File: src/rtl/mxv_result_collector.sv
// mxv_result_collector: gathers row dot-product results into a readable buffer for one matrix-by-vector product.
// Optional MXV_COLLECT_STRAY_CHECK_EN builds a sticky flag for result strobes arriving outside COLLECT.
module mxv_result_collector #(
    parameter int element_width   = 32,
    parameter int row_index_width = 6
) (
    input  logic                       clk,
    input  logic                       reset,
    input  logic                       start_mxv,
    input  logic [row_index_width:0]   no_of_rows,
    input  logic [element_width-1:0]   row_result,
    input  logic                       row_result_valid,
    output logic                       collector_ready,
    output logic [row_index_width:0]   row_index,
    output logic                       mxv_done,
    output logic                       results_valid,
    input  logic [row_index_width-1:0] rd_addr,
    output logic [element_width-1:0]   rd_data,
    output logic                       stray_result
);
    localparam logic [row_index_width:0] max_rows = {1'b1, {row_index_width{1'b0}}};

    typedef enum logic [1:0] {IDLE, COLLECT, DONE} state_t;

    state_t                   state;
    logic                     run;
    logic [row_index_width:0] count;
    logic [row_index_width:0] rows_sat;
    logic                     wr_en;
    logic                     last;
    logic [element_width-1:0] buffer [2**row_index_width];

    assign rows_sat = (no_of_rows > max_rows) ? max_rows : no_of_rows;
    assign wr_en    = run && state == COLLECT && row_result_valid && !start_mxv;
    assign last     = (row_index + 1'b1) == count;

    // run holds the FSM still for the first edge after reset release
    always_ff @(posedge clk or negedge reset)
        if (!reset) run <= 1'b0;
        else        run <= 1'b1;

    always_ff @(posedge clk or negedge reset) begin
        if (!reset) begin
            state           <= IDLE;
            count           <= '0;
            row_index       <= '0;
            mxv_done        <= 1'b0;
            results_valid   <= 1'b0;
            collector_ready <= 1'b0;
        end else if (run) begin
            mxv_done <= 1'b0;
            if (start_mxv) begin
                count           <= rows_sat;
                row_index       <= '0;
                state           <= rows_sat == '0 ? DONE : COLLECT;
                mxv_done        <= rows_sat == '0;
                results_valid   <= rows_sat == '0;
                collector_ready <= rows_sat != '0;
            end else begin
                case (state)
                    COLLECT: if (row_result_valid) begin
                        row_index <= row_index + 1'b1;
                        if (last) begin
                            state           <= DONE;
                            mxv_done        <= 1'b1;
                            results_valid   <= 1'b1;
                            collector_ready <= 1'b0;
                        end
                    end
                    default: ;
                endcase
            end
        end
    end

    always_ff @(posedge clk)
        if (wr_en) buffer[row_index[row_index_width-1:0]] <= row_result;

    always_ff @(posedge clk or negedge reset)
        if (!reset) rd_data <= '0;
        else        rd_data <= buffer[rd_addr];

`ifdef MXV_COLLECT_STRAY_CHECK_EN
    always_ff @(posedge clk or negedge reset)
        if (!reset)                                       stray_result <= 1'b0;
        else if (run && start_mxv)                        stray_result <= 1'b0;
        else if (run && row_result_valid && state != COLLECT) stray_result <= 1'b1;
`else
    assign stray_result = 1'b0;
`endif
endmodule

File: config.mk
export PLATFORM = sky130hd
export DESIGN_NAME = mxv_result_collector
export DESIGN_NICKNAME = d
export VERILOG_FILES = /design/src/rtl/mxv_result_collector.sv
export SDC_FILE = /design/constraint.sdc
export NUM_CORES = 2
export LEC_CHECK = 0
export CORE_MARGIN = 4
export CORE_UTILIZATION = 30
export CTS_BUF_LIST = sky130_fd_sc_hd__clkbuf_2
export DETAILED_ROUTE_END_ITERATION = 7
export HOLD_SLACK_MARGIN = 0.08
export PLACE_DENSITY = 0.49
export RECOVER_POWER = 100
export SYNTH_ARGS = -nofsm -noshare
export SYNTH_HDL_FRONTEND = slang
export SYNTH_SLANG_ARGS = --single-unit
File: constraint.sdc
create_clock -name clk -period 10.1 [get_ports clk]
set_input_delay 2.02 -clock clk [delete_from_list [all_inputs] [get_ports clk]]
set_output_delay 2.02 -clock clk [all_outputs]
set_load 0.005 [all_outputs]
==> results_dict.tcl <==
set metrics [dict create \
    criticalPathCategory "input pin to flop" \
    post_dp_cell_area_um2 85820 \
    total_power_mw 16.07 \
    finalHoldWorstSlack_ns 0.5096 \
    critical_path.n_buffers_inverters 2 \
    synth_edf_count 2048 \
    cts_root_buf "sky130_fd_sc_hd__clkbuf_2" \
    yosysWarnings 0 \
    vias_per_cell 4.904 \
    fin_tns_setup_ns 0 \
    cp_slowest_stage_delay_ns 2.56 \
    gp_congestion 0.7262 \
    hold_removal_path_class "flop to flop" \
    drt_iter0_drc 3496 \
    port_buffers 90 \
    critPathSlowestCell "sky130_fd_sc_hd__clkbuf_1" \
    residual_drc_count 0 \
    critical_path_cell_by_cell "dlygate4sd3_1 -> or2_0 -> nor2_1 -> nand3_1 -> nor2_4 -> clkbuf_1" \
    synth_top_cell_area_share_pct 76.70 \
    cts_buffers 552 \
    track_usage_pct 15.65 \
    yosys.area.top_type "sky130_fd_sc_hd__edfxtp_1" \
    syn_nets 3557 \
    final_hold_viol_count 0 \
    ys_seq_elements 2098 \
    maxSlewHeadroom_pct -166.8 \
    violations "capacitance limit, slew limit" \
    ant_nets 0 \
    cts_setup_buffers 0 \
    finish.net_count 4125 \
    achievable-frequency_mhz 169.7 \
    detail_route.wl_per_cell_um 27.32 \
    layout-area-overhead-vs-synth_pct 12.27 \
    worst_setup_path_start_kind "input pin" \
    synth_async_sr_flop_share_pct 2.383 \
    seq_area_frac_synth_pct 78.26 \
    core.rowCount 189 \
    final_area_um2 90020 \
    worst_setup_path_end_kind "flop" \
    setup_violations 0 \
    ys.flop_type "sky130_fd_sc_hd__edfxtp_1" \
    run_status "finished, violations left" \
    yosysUniqueCellTypes 50 \
    synth.cell_area_um2 80180 \
    area_of_the_die_um2 275600 \
    crit_path_max_fanout 32 \
    first_pass_iters 5 \
    cts_max_path_buffers 4 \
    clk-insertion-delay-late_ns 1.81 \
    grt_overflow_total 0 \
    floorplan.io_pins 92 \
    ir_drop_v 0.00009705 \
    die-width_um 525.0 \
    global_route_wire_length_before_repair_mm 310.5 \
    leakagePower_nw 28.45 \
    final.period_utilization_pct 58.36 \
    cts_max_level 6 \
    cts_resized 0 \
    synth.top_cells.by_area "sky130_fd_sc_hd__edfxtp_1, sky130_fd_sc_hd__mux4_2, sky130_fd_sc_hd__dfrtp_1, sky130_fd_sc_hd__mux2i_1, sky130_fd_sc_hd__mux2_2" \
    clkSlewWorstSetupHoldPaths_ns 0.10 \
    coreArea_um2 265600 \
    rr_worst_depth 6 \
    worst_path_dominant_cell_family "buffers and inverters" \
    detailed_place_hpwl_mm 113.7 \
    tritoncts "done" \
    initial_antenna_violation_count 16 \
    vertical_die_dimension_um 525.0 \
    worst_slew_pin_slew_ns 4.002 \
    finalCriticalPeriod_ns 5.894 \
    postSynthCellCount 3507 \
    drt_wl_total_mm 217.7 \
    hold_path_depth 2 \
    grt_start_max_net_pins 114 \
    detailroute.via_count 39070 \
    syn_avg_cell_area_um2 22.86 \
    path_depth 6 \
    core_util_final_pct 33.90 \
    worst-endpoint-arrival_ns 7.05 \
    fin_skew_ns 0.1890 \
    pwr_density_cell_nw_per_um2 178.5 \
    cts_sinks 2098 \
    cap_viol_max_count 101 \
    postCtsHoldBufs 1 \
    cp_data_required_time_ns 11.26 \
    grt_pass1_vias 41900 \
    initial_utilization_pct 30.19 \
    reg2reg_slack_ns 4.41 \
    finalMaxSlewViolations 4324 \
    rsz0062_at_grt "no" \
    layout-drive-gt1-share_pct 34.91 \
]
## logic make-up after synthesis
logic type | count (synthesis) | share of synthesized area, %
buf+inv | 201 | 1.294
other cells | 2 | 0.009366
compound gates | 206 | 1.888
flops | 2098 | 78.26
simple gates | 310 | 1.654
mux | 679 | 16.77
fa+ha+maj | 1 | 0.01560
xor+xnor | 10 | 0.1092
## synthesized netlist by cell type, types with 12 or more instances
master,count
sky130_fd_sc_hd__edfxtp_1,2048
sky130_fd_sc_hd__mux4_2,526
sky130_fd_sc_hd__nor2_1,130
sky130_fd_sc_hd__nand2_1,116
sky130_fd_sc_hd__mux2i_1,97
sky130_fd_sc_hd__clkbuf_1,73
sky130_fd_sc_hd__buf_2,61
sky130_fd_sc_hd__mux2_2,56
sky130_fd_sc_hd__o221ai_1,55
sky130_fd_sc_hd__dfrtp_1,50
sky130_fd_sc_hd__o21ai_0,41
sky130_fd_sc_hd__a221o_1,25
sky130_fd_sc_hd__buf_4,25
sky130_fd_sc_hd__buf_1,22
sky130_fd_sc_hd__a21oi_1,19
sky130_fd_sc_hd__a22oi_1,15
sky130_fd_sc_hd__buf_6,15
sky130_fd_sc_hd__nand3_1,15
sky130_fd_sc_hd__nor2b_1,14
sky130_fd_sc_hd__a31oi_1,12
## report_power, final
part | total, mW | internal [mW] | switching (mW)
registers | 9.62 | 9.58 | 0.0396
clock network | 5.63 | 2.26 | 3.37
logic | 0.815 | 0.314 | 0.501
## path summary, 6_finish.rpt
| kind | start | end |
|---|---|---|
| hold reg to reg | count[5]$_DFFE_PN0P_ | count[5]$_DFFE_PN0P_ |
| min in group asynchronous | reset | rd_data[4]$_DFF_PN0_ |
| setup reg to reg | results_valid$_DFFE_PN0P_ | buffer[38][12]$_DFFE_PP_ |
| max in group asynchronous | reset | rd_data[1]$_DFF_PN0_ |
| setup / recovery | start_mxv | buffer[38][12]$_DFFE_PP_ |
| hold / removal | count[5]$_DFFE_PN0P_ | count[5]$_DFFE_PN0P_ |
## final cells by class
class	count	area [µm²]
diodes	24	60.06
clock buffers	820	4104
clock inverters	70	424.2
fillers	25180	175500
inverters	5	21.27
multi-input cells	1208	16820
flip-flops and latches	2098	62750
well taps	3533	4420
repair buffers	210	1420
## stage by stage
stage | setup WS [ns] | std cells
final | 4.206 | 7968
after global routing | 4.137 | 7962
after CTS | 4.692 | 7944
after detailed placement | 4.263 | 7053
after global placement | 4.274 | 7053
after floorplan | 5.221 | 3507
## layer usage
| layer | vias to the layer above | track usage [%] | wire [µm] |
|---|---|---|---|
| met3 | 345 | 3.302 | 11280 |
| met4 | 2 | 5.489 | 6219 |
| li1 | 16320 | - | - |
| met2 | 1227 | 25.55 | 107000 |
| met5 | - | 0 | 12 |
| met1 | 21180 | 20.73 | 93160 |
## state kept, by name, summed over array words and instances, names as in the netlist
signal         flops
mxv_done           1
rd_data           32
run                1
results_valid      1
state              1
buffer          2048
row_index          7
count              7
## layout by cell type (no fill, tap or decap), types with 4 or more instances in the layout
cell	synthesis	routed
sky130_fd_sc_hd__inv_2	2	10
sky130_fd_sc_hd__buf_12	0	8
sky130_fd_sc_hd__clkinv_1	0	52
sky130_fd_sc_hd__bufinv_16	0	6
sky130_fd_sc_hd__o21ai_0	41	41
sky130_fd_sc_hd__diode_2	0	24
sky130_fd_sc_hd__mux4_2	526	526
sky130_fd_sc_hd__nand3b_1	5	5
sky130_fd_sc_hd__a211oi_1	11	11
sky130_fd_sc_hd__buf_2	61	17
sky130_fd_sc_hd__nand2b_1	9	9
sky130_fd_sc_hd__a31oi_1	12	12
sky130_fd_sc_hd__clkbuf_2	0	820
sky130_fd_sc_hd__o221ai_1	55	55
sky130_fd_sc_hd__clkbuf_1	73	100
sky130_fd_sc_hd__dfrtp_1	50	50
sky130_fd_sc_hd__clkdlybuf4s50_1	0	10
sky130_fd_sc_hd__nor2b_1	14	12
sky130_fd_sc_hd__a21oi_1	19	19
sky130_fd_sc_hd__mux2i_1	97	97
sky130_fd_sc_hd__mux2_2	56	56
sky130_fd_sc_hd__xnor2_1	6	6
sky130_fd_sc_hd__a221o_1	25	25
sky130_fd_sc_hd__nor2_4	0	56
sky130_fd_sc_hd__edfxtp_1	2048	2048
sky130_fd_sc_hd__xor2_1	4	4
sky130_fd_sc_hd__nand3_1	15	15
sky130_fd_sc_hd__o22ai_1	11	11
sky130_fd_sc_hd__a22oi_1	15	15
sky130_fd_sc_hd__and3_1	4	4
sky130_fd_sc_hd__a22o_1	6	6
sky130_fd_sc_hd__buf_4	25	27
sky130_fd_sc_hd__dlygate4sd3_1	0	44
sky130_fd_sc_hd__nand2_1	116	116
sky130_fd_sc_hd__nor2_1	130	73
## worst reg2reg max path, delay by kind of cell, from the launching register on
family | cells | cell delay, ns
buffers and inverters | 1 | 2.56
flip-flops | 1 | 0.41
AND/OR/NAND/NOR | 5 | 1.99
Note: power is estimated with default switching activity, not from simulation.
